===== src/rtl/ctrl_pipe_if.sv =====
// ctrl_pipe_if: decode-stage inputs and per-stage control outputs of the pipeline control unit
interface ctrl_pipe_if;
  logic        instr_valid;
  logic [15:0] instr_d;
  logic        mem_stall;
  logic        flush_ex;
  logic        stall_fd;
  logic [2:0]  ex_alu_op;
  logic        ex_alu_src;
  logic        ex_inv_b;
  logic        mem_we;
  logic        mem_re;
  logic        wb_we;
  logic [2:0]  wb_waddr;
  logic        halted;
  modport master (
    output instr_valid, instr_d, mem_stall, flush_ex,
    input  stall_fd, ex_alu_op, ex_alu_src, ex_inv_b, mem_we, mem_re, wb_we, wb_waddr, halted
  );
  modport slave (
    input  instr_valid, instr_d, mem_stall, flush_ex,
    output stall_fd, ex_alu_op, ex_alu_src, ex_inv_b, mem_we, mem_re, wb_we, wb_waddr, halted
  );
endinterface


===== src/rtl/ctrl_pipe.sv =====
// ctrl_pipe: decodes the D-stage instruction and carries EX/MEM/WB control with hazard, flush, freeze and halt drain
module ctrl_pipe #(
  parameter bit         FWD_EN    = 1'b1,
  parameter bit         RF_BYPASS = 1'b1,
  parameter logic [2:0] LINK_REG  = 3'd7
) (
  input logic        clk,
  input logic        rst,
  ctrl_pipe_if.slave bus
);
  typedef enum logic [1:0] {RUN, DRAIN, HALTED} state_t;
  typedef struct packed {
    logic       v;
    logic       halt;
    logic       ld;
    logic       we;
    logic [2:0] dst;
    logic [2:0] alu_op;
    logic       alu_src;
    logic       inv_b;
    logic       mwe;
    logic       mre;
  } ex_t;
  typedef struct packed {
    logic       v;
    logic       halt;
    logic       we;
    logic [2:0] dst;
    logic       mwe;
    logic       mre;
  } mem_t;
  typedef struct packed {
    logic       v;
    logic       halt;
    logic       we;
    logic [2:0] dst;
  } wb_t;
  state_t      state_q, state_d;
  ex_t         ex_q, ex_d, dec;
  mem_t        mem_q, mem_d;
  wb_t         wb_q, wb_d;
  logic [4:0]  op;
  logic [2:0]  rs, rt, rd;
  logic [1:0]  func;
  logic        rd_rs, rd_rt, hazard, accept;
  assign {op, rs, rt, rd, func} = bus.instr_d;
  function automatic logic hit(input logic v, input logic we, input logic [2:0] d, input logic [2:0] r);
    return v && we && d == r;
  endfunction
  // with forwarding only a load still in EX cannot supply its result in time
  function automatic logic raw(input logic [2:0] r, input ex_t e, input mem_t m, input wb_t w);
    return FWD_EN ? hit(e.v, e.we && e.ld, e.dst, r)
                  : hit(e.v, e.we, e.dst, r) || hit(m.v, m.we, m.dst, r) || (!RF_BYPASS && hit(w.v, w.we, w.dst, r));
  endfunction
  always_comb begin
    dec = '0;
    dec.v = 1'b1;
    dec.halt = op == 5'b00000;
    dec.ld = op == 5'b10001;
    dec.mwe = op == 5'b10000 || op == 5'b10011;
    dec.mre = op == 5'b10001;
    dec.alu_src = op[4:2] inside {3'b010, 3'b100, 3'b101} || op inside {5'b11000, 5'b00101, 5'b00111};
    dec.inv_b = op == 5'b01001 || (op == 5'b11011 && func == 2'b11);
    dec.alu_op = op == 5'b01010 ? 3'b110 :
                 op == 5'b01011 ? 3'b111 :
                 op[4:2] == 3'b101 ? {1'b0, op[1:0]} :
                 op == 5'b11010 ? {1'b0, func} :
                 (op == 5'b11011 && func[1]) ? {2'b11, func[0]} : 3'b100;
    casez (op)
      5'b010??, 5'b101??, 5'b10001: {dec.we, dec.dst} = {1'b1, rt};
      5'b10011, 5'b11000, 5'b10010: {dec.we, dec.dst} = {1'b1, rs};
      5'b11001, 5'b1101?, 5'b111??: {dec.we, dec.dst} = {1'b1, rd};
      5'b0011?:                     {dec.we, dec.dst} = {1'b1, LINK_REG};
      default: ;
    endcase
    rd_rs = !(op inside {5'b00000, 5'b00001, 5'b11000, 5'b00100, 5'b00110});
    rd_rt = op inside {5'b10000, 5'b10011, 5'b11010, 5'b11011} || op[4:2] == 3'b111;
    hazard = bus.instr_valid && ((rd_rs && raw(rs, ex_q, mem_q, wb_q)) || (rd_rt && raw(rt, ex_q, mem_q, wb_q)));
    accept = bus.instr_valid && state_q == RUN && !bus.flush_ex && !hazard && !bus.mem_stall;
    ex_d = bus.mem_stall ? ex_q : accept ? dec : '0;
    mem_d = bus.mem_stall ? mem_q : {ex_q.v, ex_q.halt, ex_q.we, ex_q.dst, ex_q.mwe, ex_q.mre};
    wb_d = bus.mem_stall ? wb_q : {mem_q.v, mem_q.halt, mem_q.we, mem_q.dst};
    state_d = bus.mem_stall ? state_q :
              (state_q == RUN && accept && dec.halt) ? DRAIN :
              (state_q == DRAIN && wb_q.v && wb_q.halt) ? HALTED : state_q;
  end
  always_ff @(posedge clk) begin
    if (rst) begin
      state_q <= RUN;
      ex_q <= '0;
      mem_q <= '0;
      wb_q <= '0;
    end else begin
      state_q <= state_d;
      ex_q <= ex_d;
      mem_q <= mem_d;
      wb_q <= wb_d;
    end
  end
  // invalid stages always hold an all-zero bundle, so fields need no extra gating
  assign bus.stall_fd = bus.mem_stall || state_q != RUN || (!bus.flush_ex && hazard);
  assign bus.ex_alu_op = ex_q.alu_op;
  assign bus.ex_alu_src = ex_q.alu_src;
  assign bus.ex_inv_b = ex_q.inv_b;
  assign bus.mem_we = mem_q.mwe;
  assign bus.mem_re = mem_q.mre;
  assign bus.wb_we = wb_q.we;
  assign bus.wb_waddr = wb_q.dst;
  assign bus.halted = state_q == HALTED;
endmodule

===== src/flat_wrapper.sv =====
// flat-port wrapper written by rule: the top's interface ports become plain ports
module ctrl_pipe_flat 
#(
  parameter bit         FWD_EN    = 1'b1,
  parameter bit         RF_BYPASS = 1'b1,
  parameter logic [2:0] LINK_REG  = 3'd7
)
  (clk, rst, bus_instr_valid, bus_instr_d, bus_mem_stall, bus_flush_ex, bus_stall_fd, bus_ex_alu_op, bus_ex_alu_src, bus_ex_inv_b, bus_mem_we, bus_mem_re, bus_wb_we, bus_wb_waddr, bus_halted);
  ctrl_pipe_if bus_i ();
  input logic clk;
  input logic rst;
  input wire logic [$bits(bus_i.instr_valid)-1:0] bus_instr_valid;
  input wire logic [$bits(bus_i.instr_d)-1:0] bus_instr_d;
  input wire logic [$bits(bus_i.mem_stall)-1:0] bus_mem_stall;
  input wire logic [$bits(bus_i.flush_ex)-1:0] bus_flush_ex;
  output wire logic [$bits(bus_i.stall_fd)-1:0] bus_stall_fd;
  output wire logic [$bits(bus_i.ex_alu_op)-1:0] bus_ex_alu_op;
  output wire logic [$bits(bus_i.ex_alu_src)-1:0] bus_ex_alu_src;
  output wire logic [$bits(bus_i.ex_inv_b)-1:0] bus_ex_inv_b;
  output wire logic [$bits(bus_i.mem_we)-1:0] bus_mem_we;
  output wire logic [$bits(bus_i.mem_re)-1:0] bus_mem_re;
  output wire logic [$bits(bus_i.wb_we)-1:0] bus_wb_we;
  output wire logic [$bits(bus_i.wb_waddr)-1:0] bus_wb_waddr;
  output wire logic [$bits(bus_i.halted)-1:0] bus_halted;
  assign bus_i.instr_valid = bus_instr_valid;
  assign bus_i.instr_d = bus_instr_d;
  assign bus_i.mem_stall = bus_mem_stall;
  assign bus_i.flush_ex = bus_flush_ex;
  assign bus_stall_fd = bus_i.stall_fd;
  assign bus_ex_alu_op = bus_i.ex_alu_op;
  assign bus_ex_alu_src = bus_i.ex_alu_src;
  assign bus_ex_inv_b = bus_i.ex_inv_b;
  assign bus_mem_we = bus_i.mem_we;
  assign bus_mem_re = bus_i.mem_re;
  assign bus_wb_we = bus_i.wb_we;
  assign bus_wb_waddr = bus_i.wb_waddr;
  assign bus_halted = bus_i.halted;
  ctrl_pipe #(.FWD_EN(FWD_EN), .RF_BYPASS(RF_BYPASS), .LINK_REG(LINK_REG)) u_core (.clk(clk), .rst(rst), .bus(bus_i));
endmodule

===== config.mk =====
export PLATFORM = sky130hd
export DESIGN_NAME = ctrl_pipe_flat
export DESIGN_NICKNAME = d
export VERILOG_FILES = /design/src/rtl/ctrl_pipe_if.sv /design/src/rtl/ctrl_pipe.sv /design/src/flat_wrapper.sv
export SDC_FILE = /design/constraint.sdc
export NUM_CORES = 1
export LEC_CHECK = 0
export ABC_AREA = 1
export BUFFER_PORTS_ARGS = -buffer_cell sky130_fd_sc_hd__buf_4
export CORE_ASPECT_RATIO = 0.6
export CORE_UTILIZATION = 54
export DETAILED_ROUTE_END_ITERATION = 6
export PLACE_DENSITY = 0.79
export SETUP_SLACK_MARGIN = 0.4
export SLEW_MARGIN = 20
export SYNTH_ARGS = -nofsm -noshare
export SYNTH_HDL_FRONTEND = slang
export SYNTH_SLANG_ARGS = --single-unit
export TNS_END_PERCENT = 5

===== constraint.sdc =====
create_clock -name clk -period 1.85 [get_ports clk]
set_clock_uncertainty 0.15 [all_clocks]
set_input_delay 0.37 -clock clk [delete_from_list [all_inputs] [get_ports clk]]
set_output_delay 0.37 -clock clk [all_outputs]
set_load 0.01 [all_outputs]

==> results by group, run 1 <==
Setup path
  • Crit path max fanout: 4
  • Slowest cell on the critical path: dfxtp_2
  • Critical path endpoint category: output pin
  • RR Endpoint: u_core.bus.ex_alu_op[2]
  • Worst setup SP type: flop
  • R2R setup slack: 0.11 ns
  • Worst setup endpoint: bus_stall_fd
  • CP peak stage delay: 0.34 ns
  • CP Cell Sequence: inv_2 -> nand2_1 -> nand2_1 -> nand2_1 -> nor2_1 -> nand2_1 -> nand2_4 -> nand2_4 -> o21bai_4 -> buf_6
  • CP Launch Point: u_core.ex_q[8]
  • Critical register-to-register path startpoint: u_core.ex_q[8]
  • Setup Crit Path Kind: flop to output pin
  • Data required, critical path: 1.33 ns
  • Worst EP arrival: 1.45 ns
  • Most used cell, CP: nand2_1
  • Worst Reg2Reg Path Length in Cells: 12

Synthesis
  • Most common flop cell mapped by yosys: dfxtp_1
  • Cell count after synthesis: 231
  • Synth cell types: 30
  • EDFF count, synth: 0
  • #FFs+latches synth: 29
  • Synth warnings: 0
  • Largest area contributor in the netlist: dfxtp_1
  • Avg Cell Area, Syn: 7.08 um^2
  • Synth Net Count: 252
  • Sequential fraction of the synthesis area: 35.5%
  • Async SR Flop Fraction: 0%
  • Ranking of synthesized cells by area: dfxtp_1 (35%), nand2_1 (16%), a21oi_1 (5.5%)
  • Post-Syn Area: 1640 um^2
  • Post-synth top area share: 35.5%

Detailed routing
  • Initial drt markers: 117
  • WL final: 4080 um
  • Drt drc: 0
  • 1st-pass router iterations: 4
  • Via-to-Cell Ratio: 5.19
  • Vias: 1662
  • WL per Instance: 12.8 um
  • Post-route ant nets: 0

Cells and area
  • Layout cells sized above 1: 40.6%
  • Most common cell after layout, fill and taps aside: nand2_1
  • Synthesis-to-layout area growth: 34.9%
  • Final nets: 298
  • Most frequent cells in the layout: nand2_1 (66), buf_4 (46), dfxtp_1 (25), a21oi_1 (17)
  • Diode count: 0
  • Fillers: 208
  • Multi-input logic area: 905 um^2
  • Fin area: 2210 um^2
  • Register area: 588 um^2
  • Final Util: 76.9%

Timing
  • Final Cycle Share: 107%
  • Fmax: 508 MHz
  • Hold Slack: 0.310 ns
  • Hold Vio Cnt, Final: 0
  • Pins Over Slew Limit: 0
  • Slew @ Worst Pin: 0.405 ns
  • Final setup fails: 1
  • Rel. slew slack: 72.8%
  • RSZ-0062 raised after global routing: yes
  • Tmin final: 1.97 ns
  • Worst setup margin: -0.120 ns

Pwr
  • LEAKAGE: 0.960 nW
  • Peak supply drop: 472 uV
  • PwrDens: 701 nW/um^2
  • Tot Pwr: 1.55 mW

Run status
  • Failing checks: setup timing
  • Outcome: complete, but fails checks

Floorplanning
  • FP Rows: 15
  • DIE HEIGHT: 44.6 um
  • Die X: 73.1 um
  • Initial core utilization: 57.0%
  • Die ar.: 3260 um^2
  • IO Pins: 34
  • CORE AREA: 2870 um^2

GRT
  • Largest net degree at the start of global routing: 30
  • First-pass GRT wire length: 6870 um
  • GRT Util Overall: 28.6%
  • Vias in the first global route: 1485
  • Initial antenna violation count: 0
  • Total congestion overflow: 0

Placed design
  • HPWL Detailed: 2650 um
  • Placed cell area: 1940 um^2
  • GP Congestion: 0.908
  • I/O Buffers: 33

Clock network
  • Max H-tree Level: 2
  • CTS clk-pin slew, worst paths: 0.06 ns
  • Cts bufs inserted: 5
  • Root Driver: clkbuf_8
  • CTS tree: yes
  • Cts hold-fix bufs: 0
  • Clk_lat worst skew: 0.28 ns
  • CTS Buffer Depth: 2
  • Clock Sinks: 29

Hold path
  • Worst Hold Class: flop to flop

Flow run
  • Max_cap viols: 0
## report_power, final
| group | internal [mW] | switching [mW] | leakage, nW |
|---|---|---|---|
| logic | 0.100 | 0.127 | 0.664 |
| clock network | 0.438 | 0.238 | 0.0585 |
| registers | 0.635 | 0.00771 | 0.237 |
## cells by family (layout without fill, tap and decap cells)
kind of cell / Yosys count / count (layout) / share of synthesized area (%)
AOI/OAI and AO/OA: 43 / 43 / 17.7
xor gates and xnor gates: 3 / 3 / 1.61
buffers and inverters: 38 / 85 / 12.2
DFF: 29 / 29 / 35.5
and+or+nand+nor: 118 / 118 / 33.1
## per-stage QoR
stage	std cells	setup TNS, ns	worst slack (ns)
2_1_floorplan	231	0	0.187
3_3_place_gp	303	-0.0176	-0.0176
3_5_place_dp	303	-0.0406	-0.0406
4_1_cts	320	-0.0468	-0.0468
5_1_grt	320	-0.185	-0.185
6_report	320	-0.120	-0.120
## layout make-up
cell class                      count  area share [%]
Clock buffer                        7            3.91
Clock inverter                      1            1.36
Inverter                           20            3.46
Multi-Input combinational cell    164            41.0
Sequential cell                    29            26.6
Tap cell                           42            2.38
Timing Repair Buffer               57            21.3
## worst min path at each step
stage	from	end	slack (ns)	cells after the start
2_1_floorplan	u_core.ex_q[12]	u_core.mem_q[6]	0.29	2
3_3_place_gp	u_core.mem_q[7]	u_core.wb_q[5]	0.30	2
3_5_place_dp	u_core.mem_q[7]	u_core.wb_q[5]	0.30	2
4_1_cts	u_core.mem_q[7]	u_core.wb_q[5]	0.31	2
5_1_grt	u_core.bus.wb_we	u_core.bus.wb_we	0.33	2
6_report	u_core.bus.ex_alu_src	u_core.bus.ex_alu_src	0.31	2
## synthesized netlist by cell type (2+ instances only)
cell,instances
nand2_1,69
dfxtp_1,29
a21oi_1,18
inv_1,17
nand2_2,12
nand3_1,12
nor2_1,12
a21oi_2,9
buf_4,7
clkbuf_1,7
o21ai_0,7
buf_6,4
nand4_1,4
a211oi_1,3
nand3_2,3
inv_2,2
nor2_2,2
xor2_1,2
## repair_timing
action	4_1_cts	5_1_grt
pin swaps	22	5
gates resized for setup	23	6
buffers inserted	9	0
endpoints found under the setup margin	16	18
## state kept, by name, indices dropped and copies added (netlist names)
signal and flops:
u_core.ex_q 8, u_core.mem_q 6, u_core.bus.ex_alu_op 3, u_core.bus.wb_waddr 3, u_core.state_q 2, u_core.wb_q 2
u_core.bus.ex_alu_src 1, u_core.bus.ex_inv_b 1, u_core.bus.mem_re 1, u_core.bus.mem_we 1, u_core.bus.wb_we 1
## per-layer routing
layer / wire length (um) / track usage (%) / share of wire [%] / vias up
li1: - / - / - / 833
met1: 2040 / 38.9 / 50 / 762
met2: 1730 / 42.8 / 42 / 53
met3: 190 / 7.29 / 4.7 / 14
met4: 125 / 13.3 / 3.1 / 0
met5: 0 / 0 / 0 / -
## critical path: cells and delay by family, from the launching register on
kind                   cells  cell delay [ns]
AO/OA/AOI/OAI              1             0.11
buffers and inverters      2             0.18
flip-flops                 1             0.34
AND/OR/NAND/NOR            7             0.55
Power figures use the tool's default switching activity.
==> run 2, diff against run 1 <==
--- a/config.mk
+++ b/config.mk
@@ -10,5 +10,6 @@
 export CORE_ASPECT_RATIO = 0.6
-export CORE_UTILIZATION = 54
+export CORE_UTILIZATION = 56
+export CTS_BUF_LIST = sky130_fd_sc_hd__clkbuf_4 sky130_fd_sc_hd__clkbuf_8
 export DETAILED_ROUTE_END_ITERATION = 6
-export PLACE_DENSITY = 0.79
+export PLACE_DENSITY = 0.81
 export SETUP_SLACK_MARGIN = 0.4
--- a/constraint.sdc
+++ b/constraint.sdc
@@ -4,2 +4,2 @@
 set_output_delay 0.37 -clock clk [all_outputs]
-set_load 0.01 [all_outputs]
+set_load 0.1 [all_outputs]
==> run 2 against run 1 <==
Against the previous run: the flow still finishes with violations (setup timing); via count down 0.48%; register-to-register slack better by 0.05 ns; non-clock buffer count decreased by 1; sequential share of layout area rose by 0.19 points; sequential cell count is the same; sequential power about the same; total power shrank 6.3%; critical path depth unchanged; global-route usage grew 0.17 points; critical path type unchanged; worst setup slack got worse by 0.062 ns; combinational power is 18% higher; critical endpoint unchanged; core utilization grew 6.4 points.
==> results by group, run 2 (synthesized netlist as in run 1, its figures left out) <==
Detailed routing
  • Post-route ant nets: 0
  • WL final: 4100 um
  • Via-to-Cell Ratio: 5.35
  • Initial drt markers: 97
  • Vias: 1654
  • Drt drc: 0
  • WL per Instance: 13.3 um
  • 1st-pass router iterations: 4

Floorplanning
  • FP Rows: 14
  • Initial core utilization: 62.3%
  • CORE AREA: 2630 um^2
  • Die X: 71.8 um
  • Die ar.: 3150 um^2
  • IO Pins: 34
  • DIE HEIGHT: 43.9 um

Setup path
  • CP Launch Point: u_core.ex_q[9]
  • Crit path max fanout: 4
  • Worst setup SP type: flop
  • Critical register-to-register path startpoint: u_core.ex_q[9]
  • R2R setup slack: 0.16 ns
  • RR Endpoint: u_core.bus.ex_alu_op[2]
  • Critical path endpoint category: output pin
  • Worst Reg2Reg Path Length in Cells: 12
  • Data required, critical path: 1.33 ns
  • Worst setup endpoint: bus_stall_fd
  • Setup Crit Path Kind: flop to output pin
  • Worst EP arrival: 1.51 ns

GRT
  • M1 GR Usage: 40.3%
  • Total congestion overflow: 0
  • Initial antenna violation count: 0
  • Grt met2 use: 43.8%
  • GR Layer Usage met3: 7.67%
  • First-pass GRT wire length: 6740 um
  • Vias in the first global route: 1450
  • GRT Util Overall: 28.8%
  • Gr busiest metal: met2
  • Largest net degree at the start of global routing: 30

Timing
  • Tmin final: 2.03 ns
  • Final Cycle Share: 110%
  • Worst setup margin: -0.182 ns
  • Hold Vio Cnt, Final: 0
  • Rel. slew slack: 74.9%
  • Pins Over Slew Limit: 0
  • Fmax: 492 MHz
  • Slew @ Worst Pin: 0.375 ns
  • TNS Setup: -0.182 ns
  • Final setup fails: 1
  • RSZ-0062 raised after global routing: yes
  • Hold Slack: 0.307 ns

Cells and area
  • Most common cell after layout, fill and taps aside: nand2_1
  • Layout cells sized above 1: 40.8%
  • Fin area: 2190 um^2
  • Most flops, register: u_core.ex_q
  • Final nets: 297
  • Most frequent cells in the layout: nand2_1 (68), buf_4 (45), dfxtp_1 (24), a21oi_1 (17), inv_1 (14)
  • Regs by FF count: u_core.ex_q (8), u_core.mem_q (6)
  • Max reg flops: 8
  • Synthesis-to-layout area growth: 33.6%
  • Diode count: 0

Clock network
  • CTS tree: yes
  • Cts hold-fix bufs: 0
  • Root Driver: clkbuf_8
  • Cts bufs inserted: 5
  • CTS Buffer Depth: 2
  • Max H-tree Level: 2
  • Clk_lat worst skew: 0.28 ns
  • CTS clk-pin slew, worst paths: 0.06 ns
  • Clock Sinks: 29

Hold path
  • Worst Hold Class: input port to flop

Placed design
  • Post-Place Worst Slack: -0.188 ns
  • GP Congestion: 0.834
  • HPWL Detailed: 2870 um
  • I/O Buffers: 33
  • Placed cell area: 1990 um^2

Flow run
  • Max_cap viols: 0

Run status
  • Outcome: complete, but fails checks
  • Failing checks: setup timing

Pwr
  • Peak supply drop: 473 uV
  • PwrDens: 663 nW/um^2
  • LEAKAGE: 0.977 nW
## run 2: report_power, final
group | switching [mW] | internal, mW
combinational | 0.164 | 0.105
clock | 0.225 | 0.310
sequential | 0.00807 | 0.636
total | 0.398 | 1.05
## run 2: metrics by stage
| step | utilization [%] | std cells | total power [mW] |
|---|---|---|---|
| 3_3_place_gp | 75.6 | 300 | 0.904 |
| 5_1_grt | 83.2 | 309 | 1.51 |
| 6_report | 83.2 | 309 | 1.45 |
| 2_1_floorplan | - | 231 | 0.821 |
| 4_1_cts | 82.1 | 309 | 1.45 |
| 3_5_place_dp | 75.6 | 300 | 0.908 |
## run 2: what timing repair did
item / CTS / global route
setup endpoints to repair: 17 / 23
buffers inserted: 1 / 0
pin swaps: 15 / 3
resized for setup: 24 / 9
## run 2: critical path, cell delays in order (launching register included)
cell      delay, ns
dfxtp_2        0.34
inv_2          0.06
nand2_1        0.04
nand2_1        0.08
nand2_1        0.06
nor2_2         0.12
nand2_2        0.06
nand2_2        0.08
nand2_4        0.06
o21bai_4       0.14
buf_12         0.19
## run 2: layer usage
metal	part of all wire, %	vias up
met2	44	52
met4	0.49	0
met3	5.5	4
li1	-	832
met5	0	-
met1	50	766
## run 2: how the worst min path moves through the flow
stage / from / end / cells after the start
after floorplan: u_core.ex_q[12] / u_core.mem_q[6] / 2
after global placement: u_core.ex_q[12] / u_core.mem_q[6] / 2
after detailed placement: u_core.bus.mem_re / u_core.bus.mem_re / 2
after CTS: bus_flush_ex / u_core.state_q[0] / 4
after global routing: bus_flush_ex / u_core.state_q[0] / 4
final: bus_flush_ex / u_core.state_q[0] / 4
## run 2: final cells by class
| cell class | count | area, um^2 |
|---|---|---|
| clock buffers | 8 | 91.3 |
| fillers | 170 | 440 |
| inverters | 20 | 75.1 |
| multi-input cells | 164 | 915 |
| flip-flops and latches | 29 | 587 |
| well taps | 32 | 40.0 |
| repair buffers | 56 | 479 |
==> run 3, diff against run 2 <==
clock period = 2.2 ns   (was 1.85 ns; I/O delays follow)
==> run 3 against run 2 <==
Against the previous run: clock power shrank 19%; highest routed layer unchanged; critical path depth unchanged; sequential power is 16% lower; clock-buffer cell count decreased by 2; cell count is 3.6% lower; non-clock buffer count down 11; the run now ends clean; critical path type unchanged; critical endpoint unchanged; die area did not move; design area is 6.9% lower; first-iteration DRC count grew 81%.
==> results by group, run 3 (synthesized netlist as in run 1, its figures left out) <==
Timing
  • Slew @ Worst Pin: 0.411 ns
  • Pins Over Slew Limit: 0
  • Tmin final: 2.13 ns
  • Rel. slew slack: 72.4%
  • TNS Setup: 0 ns
  • Final setup fails: 0
  • Worst setup margin: 0.0677 ns
  • Final Cycle Share: 96.9%
  • RSZ-0062 raised after global routing: yes
  • Fmax: 469 MHz
  • Hold Slack: 0.313 ns
  • Hold Vio Cnt, Final: 0

Pwr
  • PwrDens: 580 nW/um^2
  • Switching share of power: 28.9%
  • Sequential share of power: 45.8%
  • Sw power: 341 uW
  • Peak supply drop: 517 uV
  • Clock Power Share: 36.7%
  • LEAKAGE: 0.875 nW
  • Tot Pwr: 1.18 mW
  • Int Pwr: 840 uW
  • Logic pwr share: 17.5%

GRT
  • First-pass GRT wire length: 6630 um
  • Vias in the first global route: 1467
  • Initial antenna violation count: 0
  • Total congestion overflow: 0
  • GRT Util Overall: 27.7%
  • Largest net degree at the start of global routing: 30

Cells and area
  • Final Util: 77.5%
  • Layout cells sized above 1: 36.5%
  • Final Non-Filler Cells: 298
  • Fin area: 2040 um^2
  • Final nets: 286
  • Fillers: 197
  • Register area: 587 um^2
  • Most frequent cells in the layout: nand2_1 (67), buf_4 (43), dfxtp_1 (26), a21oi_1 (18)
  • Max reg flops: 8
  • Most flops, register: u_core.ex_q
  • Regs by FF count: u_core.ex_q (8), u_core.mem_q (6)
  • Multi-input logic area: 883 um^2
  • Diode count: 0
  • Most common cell after layout, fill and taps aside: nand2_1
  • Synthesis-to-layout area growth: 24.5%

Setup path
  • Crit path max fanout: 4
  • Worst EP arrival: 1.54 ns
  • Setup Crit Path Kind: flop to output pin
  • Worst setup SP type: flop
  • R2R setup slack: 0.38 ns
  • Data required, critical path: 1.61 ns
  • Critical path endpoint category: output pin

Detailed routing
  • Drt drc: 0
  • Post-route ant nets: 0
  • WL per Instance: 13.0 um
  • 1st-pass router iterations: 4
  • Via-to-Cell Ratio: 5.39
  • Vias: 1605
  • WL final: 3880 um
  • Initial drt markers: 176

Clock network
  • CTS clk-pin slew, worst paths: 0.06 ns
  • CTS tree: yes
  • Cts hold-fix bufs: 0
  • Max H-tree Level: 2
  • Cts bufs inserted: 5
  • Root Driver: clkbuf_8
  • CTS Buffer Depth: 2
  • Clk_lat worst skew: 0.28 ns
  • Clock Sinks: 29

Placed design
  • HPWL Detailed: 2760 um
  • Placed insts: 286
  • Placed cell area: 1890 um^2
  • Post-Place Worst Slack: 0.0197 ns
  • I/O Buffers: 33
  • GP Congestion: 0.859

Flow run
  • Max_cap viols: 0

Run status
  • Outcome: complete, no violations

Floorplanning
  • CORE AREA: 2630 um^2
  • FP Rows: 14
  • Die ar.: 3150 um^2
  • DIE HEIGHT: 43.9 um
  • IO Pins: 34
  • Die X: 71.8 um
  • Initial core utilization: 62.3%

Hold path
  • Worst Hold Class: flop to flop
## run 3: changes by cell type in the layout (fill, tap and decap cells not counted), moves of 2 or more
cell	delta
buf_6	-9
nand2_2	+4
dfxtp_2	-3
nand2_4	-3
buf_4	-2
clkbuf_4	-2
clkinv_2	+2
dfxtp_1	+2
nor2_1	+2
## run 3: final cells by class
| type | instances | area share, % |
|---|---|---|
| Multi-Input combinational cell | 164 | 43.4 |
| Sequential cell | 29 | 28.8 |
| Clock inverter | 2 | 0.491 |
| Tap cell | 32 | 1.97 |
| Inverter | 20 | 3.81 |
| Timing Repair Buffer | 45 | 17.8 |
| Clock buffer | 6 | 3.75 |
## run 3: repair_timing
item | in CTS | in global routing
hold endpoints to repair | 0 | 0
buffers inserted | 3 | 1
resized for setup | 10 | 4
setup endpoints to repair | 1 | 3
pin swaps | 3 | 6
## run 3: critical path: stages (launching register included)
cell      delay, ns
dfxtp_4        0.37
inv_4          0.06
nand2_2        0.04
nand2_1        0.06
nand2_1        0.07
nor2_2         0.10
nand2_2        0.06
nand2_2        0.08
nand2_2        0.07
o21bai_4       0.17
buf_12         0.19
## run 3: final timing paths
kind	from	endpoint	cells past startpoint
worst max-delay path	u_core.ex_q[9]	bus_stall_fd	10
worst min-delay path	u_core.ex_q[12]	u_core.mem_q[6]	2
worst max register to register	u_core.ex_q[9]	u_core.state_q[0]	15
worst min register to register	u_core.ex_q[12]	u_core.mem_q[6]	2
## run 3: metal layers
layer	routed length [um]	GRT usage (%)	up-vias
li1	-	-	811
met1	1920	39.0	737
met2	1690	43.2	54
met3	254	7.21	3
met4	17	5.88	0
met5	0	0	-
## run 3: power by group through the flow
stage	Combinational (mW)	Sequential, mW	Clock (mW)
floorplan	0.134	0.556	0
global placement	0.195	0.552	0
detailed placement	0.197	0.552	0
CTS	0.203	0.541	0.440
global route	0.223	0.541	0.463
finish	0.207	0.541	0.434
